<file path="config.mk">
export PLATFORM = sky130hd
export DESIGN_NAME = ctrl_unit_stack
export DESIGN_NICKNAME = d
export VERILOG_FILES = /design/src/rtl/ctrl_unit_stack.sv
export SDC_FILE = /design/constraint.sdc
export NUM_CORES = 1
export LEC_CHECK = 0
export CORE_UTILIZATION = 40
export DETAILED_ROUTE_END_ITERATION = 10
export PLACE_DENSITY = 0.58
export SKIP_LAST_GASP = 1
export SLEW_MARGIN = 30
export SYNTH_ARGS = -nofsm -noshare
export SYNTH_HDL_FRONTEND = slang
export SYNTH_SLANG_ARGS = --single-unit
</file>
<file path="constraint.sdc">
create_clock -name clk -period 6.5 [get_ports clk]
set_input_delay 0.975 -clock clk [delete_from_list [all_inputs] [get_ports clk]]
set_output_delay 0.975 -clock clk [all_outputs]
set_load 0.02 [all_outputs]
</file>
<file path="src/rtl/ctrl_unit_stack.sv">
// ctrl_unit_stack: fetch/execute sequencer with a 16-entry register file,
// ALU operand steering, PC control with a hardware return-address stack,
// a ready-based SRAM handshake, multi-port GPIO and a sticky fault state.
module ctrl_unit_stack #(
  parameter int DATA_W      = 8,
  parameter int PC_W        = 12,
  parameter int MEM_AW      = 6,
  parameter int STACK_DEPTH = 4,
  parameter int N_PORTS     = 2
) (
  input  logic                        clk,
  input  logic                        rst,
  input  logic                        clk_valid,
  input  logic [15:0]                 instruction,
  input  logic [PC_W-1:0]             pc_cur,
  input  logic [DATA_W-1:0]           alu_result,
  input  logic                        equal,
  input  logic                        carry_out,
  input  logic                        bootstrapping,
  input  logic [N_PORTS*DATA_W-1:0]   in_gpio,
  input  logic                        mem_ready,
  input  logic [DATA_W-1:0]           mem_rdata,
  output logic [2:0]                  alu_opcode,
  output logic [DATA_W-1:0]           alu_a,
  output logic [DATA_W-1:0]           alu_b,
  output logic                        mem_req,
  output logic                        mem_we,
  output logic [MEM_AW-1:0]           mem_addr,
  output logic [DATA_W-1:0]           mem_wdata,
  output logic                        pc_load,
  output logic [PC_W-1:0]             pc_next,
  output logic                        pc_inc,
  output logic [N_PORTS*DATA_W-1:0]   out_gpio,
  output logic [1:0]                  state,
  output logic                        fault
);

  localparam int SP_W  = $clog2(STACK_DEPTH + 1);
  localparam int EXT_W = (PC_W > 12) ? PC_W : 12;

  typedef enum logic [1:0] {
    ST_FETCH    = 2'd0,
    ST_EXECUTE  = 2'd1,
    ST_MEM_WAIT = 2'd2,
    ST_FAULT    = 2'd3
  } state_t;

  state_t                      r_state;
  logic [3:0]                  r_op;
  logic [3:0]                  r_rd;
  logic [3:0]                  r_ra;
  logic [3:0]                  r_rb;
  logic [3:0]                  r_port;
  logic [DATA_W-1:0]           r_port_in;
  logic [DATA_W-1:0]           r_regs [16];
  logic [PC_W-1:0]             r_stack [STACK_DEPTH];
  logic [SP_W-1:0]             r_sp;
  logic [2:0]                  r_alu_opcode;
  logic [DATA_W-1:0]           r_alu_a;
  logic [DATA_W-1:0]           r_alu_b;
  logic                        r_mem_req;
  logic                        r_mem_we;
  logic [MEM_AW-1:0]           r_mem_addr;
  logic [DATA_W-1:0]           r_mem_wdata;
  logic                        r_pc_load;
  logic [PC_W-1:0]             r_pc_next;
  logic [N_PORTS*DATA_W-1:0]   r_gpio;
  logic                        r_fault;

  logic [3:0]                  w_fetch_port;
  logic [DATA_W-1:0]           w_fetch_port_data;
  logic [PC_W-1:0]             w_stack_top;
  logic                        w_stack_full;
  logic                        w_stack_empty;
  logic [EXT_W-1:0]            w_jmp_ext;
  logic [EXT_W-1:0]            w_call_ext;
  logic [DATA_W-1:0]           w_in_value;

  // Select the GPIO input port addressed by the instruction being fetched.
  always_comb begin
    w_fetch_port      = 4'(int'(instruction[3:0]) % N_PORTS);
    w_fetch_port_data = {DATA_W{1'b0}};
    for (int p = 0; p < N_PORTS; p++) begin
      w_fetch_port_data = w_fetch_port_data |
        ((w_fetch_port == 4'(p)) ? in_gpio[p*DATA_W +: DATA_W] : {DATA_W{1'b0}});
    end
  end

  // Return-stack status, top-of-stack value and decoded branch targets.
  always_comb begin
    w_stack_full  = (r_sp == SP_W'(STACK_DEPTH));
    w_stack_empty = (r_sp == {SP_W{1'b0}});
    w_stack_top   = {PC_W{1'b0}};
    for (int i = 0; i < STACK_DEPTH; i++) begin
      w_stack_top = w_stack_top |
        ((r_sp == SP_W'(i + 1)) ? r_stack[i] : {PC_W{1'b0}});
    end
    w_jmp_ext  = EXT_W'({r_rd, r_ra, r_rb});
    w_call_ext = EXT_W'({r_rd[2:0], r_ra, r_rb});
    if (bootstrapping) begin
      w_in_value = DATA_W'({r_ra, r_rb});
    end else begin
      w_in_value = r_port_in;
    end
  end

  // Sequencer FSM with register file, return stack, GPIO and output registers.
  always_ff @(posedge clk) begin
    if (rst) begin
      r_state      <= ST_FETCH;
      r_op         <= 4'd0;
      r_rd         <= 4'd0;
      r_ra         <= 4'd0;
      r_rb         <= 4'd0;
      r_port       <= 4'd0;
      r_port_in    <= {DATA_W{1'b0}};
      for (int i = 0; i < 16; i++) r_regs[i] <= {DATA_W{1'b0}};
      for (int i = 0; i < STACK_DEPTH; i++) r_stack[i] <= {PC_W{1'b0}};
      r_sp         <= {SP_W{1'b0}};
      r_alu_opcode <= 3'd0;
      r_alu_a      <= {DATA_W{1'b0}};
      r_alu_b      <= {DATA_W{1'b0}};
      r_mem_req    <= 1'b0;
      r_mem_we     <= 1'b0;
      r_mem_addr   <= {MEM_AW{1'b0}};
      r_mem_wdata  <= {DATA_W{1'b0}};
      r_pc_load    <= 1'b0;
      r_pc_next    <= {PC_W{1'b0}};
      r_gpio       <= {(N_PORTS*DATA_W){1'b0}};
      r_fault      <= 1'b0;
    end else if (clk_valid) begin
      case (r_state)
        ST_FETCH: begin
          r_op         <= instruction[15:12];
          r_rd         <= instruction[11:8];
          r_ra         <= instruction[7:4];
          r_rb         <= instruction[3:0];
          r_port       <= w_fetch_port;
          r_port_in    <= w_fetch_port_data;
          r_alu_a      <= r_regs[instruction[7:4]];
          r_alu_b      <= r_regs[instruction[3:0]];
          r_alu_opcode <= instruction[14:12];
          r_mem_addr   <= instruction[MEM_AW-1:0];
          r_mem_wdata  <= r_regs[instruction[11:8]];
          r_pc_load    <= 1'b0;
          r_state      <= ST_EXECUTE;
        end
        ST_EXECUTE: begin
          r_pc_load <= 1'b0;
          r_state   <= ST_FETCH;
          case (r_op)
            4'd0: begin
            end
            4'd1: begin
              r_mem_req <= 1'b1;
              r_mem_we  <= 1'b0;
              r_state   <= ST_MEM_WAIT;
            end
            4'd2: begin
              r_mem_req <= 1'b1;
              r_mem_we  <= 1'b1;
              r_state   <= ST_MEM_WAIT;
            end
            4'd3: begin
              r_pc_next <= w_jmp_ext[PC_W-1:0];
              r_pc_load <= 1'b1;
            end
            4'd4: begin
              if (equal) begin
                r_pc_next <= w_jmp_ext[PC_W-1:0];
                r_pc_load <= 1'b1;
              end
            end
            4'd5: begin
              if (carry_out) begin
                r_pc_next <= w_jmp_ext[PC_W-1:0];
                r_pc_load <= 1'b1;
              end
            end
            4'd6: r_regs[r_rd] <= w_in_value;
            4'd7: begin
              for (int p = 0; p < N_PORTS; p++) begin
                if (r_port == 4'(p)) r_gpio[p*DATA_W +: DATA_W] <= r_regs[r_rd];
              end
            end
            4'd8, 4'd9, 4'd10, 4'd11, 4'd12, 4'd13, 4'd14: begin
              r_regs[r_rd] <= alu_result;
            end
            4'd15: begin
              if (!r_rd[3]) begin
                // CALL: a push into a full stack would lose a return address.
                if (w_stack_full) begin
                  r_state <= ST_FAULT;
                  r_fault <= 1'b1;
                end else begin
                  for (int i = 0; i < STACK_DEPTH; i++) begin
                    if (r_sp == SP_W'(i)) r_stack[i] <= pc_cur;
                  end
                  r_sp      <= r_sp + SP_W'(1);
                  r_pc_next <= w_call_ext[PC_W-1:0];
                  r_pc_load <= 1'b1;
                end
              end else begin
                // RET: popping an empty stack has no valid target.
                if (w_stack_empty) begin
                  r_state <= ST_FAULT;
                  r_fault <= 1'b1;
                end else begin
                  r_sp      <= r_sp - SP_W'(1);
                  r_pc_next <= w_stack_top;
                  r_pc_load <= 1'b1;
                end
              end
            end
            default: begin
            end
          endcase
        end
        ST_MEM_WAIT: begin
          if (mem_ready) begin
            if (r_op == 4'd1) r_regs[r_rd] <= mem_rdata;
            r_mem_req <= 1'b0;
            r_mem_we  <= 1'b0;
            r_state   <= ST_FETCH;
          end
        end
        ST_FAULT: begin
          r_fault <= 1'b1;
          r_state <= ST_FAULT;
        end
        default: begin
          r_state <= ST_FAULT;
          r_fault <= 1'b1;
        end
      endcase
    end
  end

  assign alu_opcode = r_alu_opcode;
  assign alu_a      = r_alu_a;
  assign alu_b      = r_alu_b;
  assign mem_req    = r_mem_req;
  assign mem_we     = r_mem_we;
  assign mem_addr   = r_mem_addr;
  assign mem_wdata  = r_mem_wdata;
  assign pc_load    = r_pc_load;
  assign pc_next    = r_pc_next;
  assign pc_inc     = (r_state == ST_FETCH) & clk_valid;
  assign out_gpio   = r_gpio;
  assign state      = r_state;
  assign fault      = r_fault;

endmodule

</file>
# After elaboration in Yosys (flattened, before gate mapping)
# Memory sizes are Yosys's and may differ from the RTL's. A register that Yosys moved wholly into a read port is not among the register bits.
# Cells that the tools add are included.
[word_totals]
regBits = 71
ram_bits = 176
inputBits = 67
out_inout_bits = 68
elab_cells = 187
n_memories = 2
[op_classes]
add_sub_neg = 2
n_eq_ne = 34
n_mux = 100
bitwise = 11
reduce_logical = 21
[mem_list]
columns = ["memory", "words", "width", "rd", "rd_ports_with_merged_regs", "wr", "line_no", "text"]
rows = [
  ["r_regs", 16, 8, 4, 4, 16, "55", "logic [DATA_W-1:0] r_regs [16];"],
  ["r_stack", 4, 12, 4, 0, 4, "56", "logic [PC_W-1:0] r_stack [STACK_DEPTH];"],
]
[op_table]
columns = ["op", "count"]
rows = [
  ["$mux W12", 13],
  ["$mux W1", 62],
  ["$mux W8", 6],
  ["$pmux W12 S4", 1],
  ["$or A12 B12 Y12", 3],
  ["$eq A4 B4 Y1 const B", 8],
  ["$eq A4 B3 Y1 const B", 4],
  ["$reduce_and A4 Y1", 4],
  ["$ne A2 B2 Y1 const B", 7],
  ["$mux W4", 3],
  ["$ne A3 B3 Y1 const B", 4],
  ["$pmux W1 S2", 5],
  ["$reduce_and A5 Y1", 2],
  ["$mux W3", 3],
  ["$eq A4 B2 Y1 const B", 2],
  ["$logic_not A4 Y1", 2],
  ["$mux W2", 4],
  ["$or A8 B8 Y8", 1],
  ["$pmux W2 S4", 1],
  ["$reduce_or A8 Y1", 1],
  ["$reduce_and A7 Y1", 1],
  ["$reduce_or A7 Y1", 1],
  ["$eq A3 B2 Y1 const B", 2],
  ["$or A1 B1 Y1", 6],
  ["other kinds (17)", 22],
]

# Longest topological paths before layout
[depth]
depth_word = 11
mapped_depth = 10
depth_no_buf = 7

# Least setup slack after synthesis
# OpenSTA, ideal clock, no wires.
[synth_path]
path_kind = "input-to-output"
from = "in clk_valid"
to = "out pc_inc"
arrival_ns = 1.982
required_ns = 5.525
path_slack_ns = 3.543
stages = 4
path_buffers = 2
cell_sequence = "clkbuf_1 > nand2_1 > clkinv_1 > clkbuf_1"
[synth_between]
elab_chain_cells = 1
[synth_lines]
columns = ["item", "line_no", "text"]
rows = [
  ["from (decl)", "13", "input logic clk_valid,"],
  ["$and A1 B1 Y1", "248", "assign pc_inc = (r_state == ST_FETCH) & clk_valid;"],
  ["to (decl)", "32", "output logic pc_inc,"],
]
# No other way between the ends.

# Worst setup path in the final report
# Same ends and word-level chain as after synthesis.

==> flow_summary.ini <==
[floorplanning]
core.rowCount = 70
die_h_microns = 196
initial_core_util = 0.409
die_width_microns = 196
dieArea_sq_mm = 0.0384
ios = 135
core_region_area_sq_mm = 0.0368

[setup_path]
rrSetupSlack_ns = 2.91
r2r-start = state[0]$_SDFFE_PP0P_
endpoint_kind = output pin
r2r-end = r_regs[2][6]$_SDFFCE_PN0P_
critical-path-max-stage-delay_ns = 0.77
cp_top_family = buffers and inverters
cp_cell_sequence = clkdlybuf4s50_1, nand2_1, clkinv_1, clkdlybuf4s50_1
cp_common_cell = clkdlybuf4s50_1
cp-start-kind = input pin
critPathBufInv = 3
path_class = input pin to output pin
crit_arrival_ns = 3.09
cp_max_fo = 19
worstPathRequired_ns = 5.52
crit_slowest_cell = clkdlybuf4s50_1
reg2regPathDepth = 6

[clock_tree]
cts_resized = 0
postCtsSetupBuffers = 0
clockBufferDepth = 3
clock_sinks = 265
clock_latency_ns = 0.59
htreeDepth = 1
hold_buffers = 0
cts-root-buf = clkbuf_16
cts_tree = yes
cts_buffers = 30
path_clk_slew_ns = 0.06

[cells_and_area]
fin_util = 0.483
fin_area_sq_mm = 0.0178
fill_cells = 3274
insertedDiodeCount = 0
ff_latch_area_sq_mm = 0.00707
multiInputGateArea_sq_mm = 0.00752
area_growth_pct = 18.1
nets = 1330
drive_gt1_frac = 0.202

[timing]
setup_viol = 0
clock_skew_ns = 0.0161
setup-tns-final_ns = 0
tightest_slew_ns = 1.03
slew_violations = 0
setup_slack_ns = 2.44
min_period_ns = 4.06
relSlewSlack = 0.310
fmax_mhz = 246
rsz0062_at_grt = false
hold_violations = 0
fin_crit_sh = 0.625

[logic_synthesis]
synth_flop_cell = edfxtp_1
synth_edf_count = 176
avgSynthCellArea_sq_um = 12.6
seq_area_frac_synth = 0.470
synth_async_sr_flop_share = 0
syn_area_sq_mm = 0.0151
syn_inst = 1194
ys_warn_count = 0
ys_ff_latch = 265
synth_fp_nets = 1271
synth.distinct_cells = 61

[global_routing]
antenna_found_initial = 0
grt_max_degree = 74
track_usage = 0.279
overflow = 0
grt_pass1_wl_mm = 77.8
grt_pass1_vias = 11000

[placement]
routabilityCongestion = 0.960
pre_cts_slack_ns = 2.08
numPortBuffers = 134
dp_hpwl_mm = 38.0
placed_area_sq_mm = 0.0167

[min_path]
min_path_cells = 2
worstHoldStart = pc_load$_SDFFE_PP0P_
worstHoldEndpoint = pc_load$_SDFFE_PP0P_
hold_class = register to register

[drt]
drc = 0
drt_first_pass_iters = 5
finalWirelength_mm = 54.0
vias_per_cell = 6.68
num_vias = 11700
post_drt_wl_per_cell_microns = 30.9
dr.first_iter.drc_count = 1473
ant_nets = 0

[outcome]
status = complete, no violations

[pwr]
leakagePower_nw = 5.85
irDropWorstVdd_v = 0.000255
powerDensity_mw_per_mm2 = 241

[flow_run]
drv_cap = 0
-- power by group --
group          internal (mW)  switching, mW  leakage, nW  total [mW]
logic                  0.234          0.251         2.79       0.485
clock network           1.11          0.735        0.529        1.85
registers               1.86         0.0883         2.54        1.94
-- logic make-up (layout without fill, tap and decap cells) --
kind of cell / after synthesis / after routing / share of synthesized area
AOI/OAI and AO/OA: 361 / 361 / 0.160
xor gates and xnor gates: 4 / 4 / 0.00233
adders and majority gates: 10 / 10 / 0.00831
buffers and inverters: 140 / 222 / 0.0402
DFF: 265 / 265 / 0.470
muxes: 202 / 202 / 0.236
and+or+nand+nor: 212 / 212 / 0.0835
-- metal layers --
metal	vias up	GRT usage	share of wire
met5	-	0	0
met4	0	0.123	0.050
met3	121	0.0552	0.11
met2	794	0.418	0.44
met1	5818	0.392	0.39
li1	4921	-	-
-- metrics by stage --
step,total power [mW],hold slack [ns],instances
floorplan,2.24,0.449,1194
global placement,2.45,0.453,1689
detailed placement,2.45,0.451,1689
CTS,4.28,0.460,1744
global route,4.38,0.498,1744
finish,4.28,0.461,1744
-- sequential cells by signal, summed over array words and instances (netlist names), 2 cells and up, named ones only --
signal / flops
alu_b: 8
r_rb: 3
r_rd: 4
r_stack: 48
r_sp: 3
r_regs: 128
mem_wdata: 8
alu_a: 8
state: 2
out_gpio: 16
r_ra: 4
r_op: 4
r_port_in: 8
pc_next: 12
-- cells in the mapped netlist (10+ instances only) --
library cell    n  area, sq um
ha_1           10          125
o21bai_1       16          120
a22oi_1        15          113
and4_1         10         87.6
mux2_2         31          349
nand2_1        50          188
a21oi_1       176          881
and2_1         50          313
dfxtp_1        89         1780
mux4_2        119         2680
buf_1          11         41.3
nand3_1        11         55.1
edfxtp_1      176         5290
mux2i_1        52          521
a221o_1        36          360
a22o_1         20          175
buf_2          43          215
inv_1          10         37.5
nand2b_1       14         87.6
a32oi_1        13          114
a211oi_1       26          195
a311o_1        12          120
nor2_1         20         75.1
clkbuf_1       67          251
-- final cells by class --
| type | count | share of cell area |
|---|---|---|
| Inverter | 12 | 0.00253 |
| Tap cell | 468 | 0.0329 |
| Timing Repair Buffer | 155 | 0.0836 |
| Clock buffer | 35 | 0.0445 |
| Multi-Input combinational cell | 789 | 0.423 |
| Sequential cell | 265 | 0.398 |
| Clock inverter | 20 | 0.0158 |
-- tightest hold or removal path, delay by kind of cell (launching register included) --
| kind | cells | cell delay (ns) |
|---|---|---|
| AO/OA/AOI/OAI | 1 | 0.05 |
| flip-flops | 1 | 0.31 |
| AND/OR/NAND/NOR | 1 | 0.05 |
-- worst max-delay path by stage --
stage | startpoint | end | slack [ns] | cells after the start
2_1_floorplan | clk_valid | pc_inc | 3.54 | 4
3_3_place_gp | clk_valid | r_regs[2][3]$_SDFFCE_PN0P_ | 2.19 | 7
3_5_place_dp | clk_valid | r_regs[2][7]$_SDFFCE_PN0P_ | 2.08 | 6
4_1_cts | clk_valid | pc_inc | 2.42 | 4
5_1_grt | clk_valid | pc_inc | 2.28 | 4
6_report | clk_valid | pc_inc | 2.44 | 4
-- layout by cell type (no fill, tap or decap), types with 8 or more instances in the layout --
cell,count
a22o_1,20
a32oi_1,13
mux4_2,119
and4_1,10
nand2_2,8
nand2_1,50
clkdlybuf4s50_1,131
a211oi_1,26
a21oi_1,176
mux2i_1,52
inv_1,10
o22a_1,8
a221o_1,36
o21bai_1,16
dfxtp_1,88
nand2b_1,14
ha_1,10
clkbuf_16,30
nor2_1,20
a311o_1,12
a22oi_1,15
buf_4,22
and2_1,50
mux2_2,31
nand3_1,11
a31oi_1,9
edfxtp_1,176
Power figures use the tool's default switching activity.
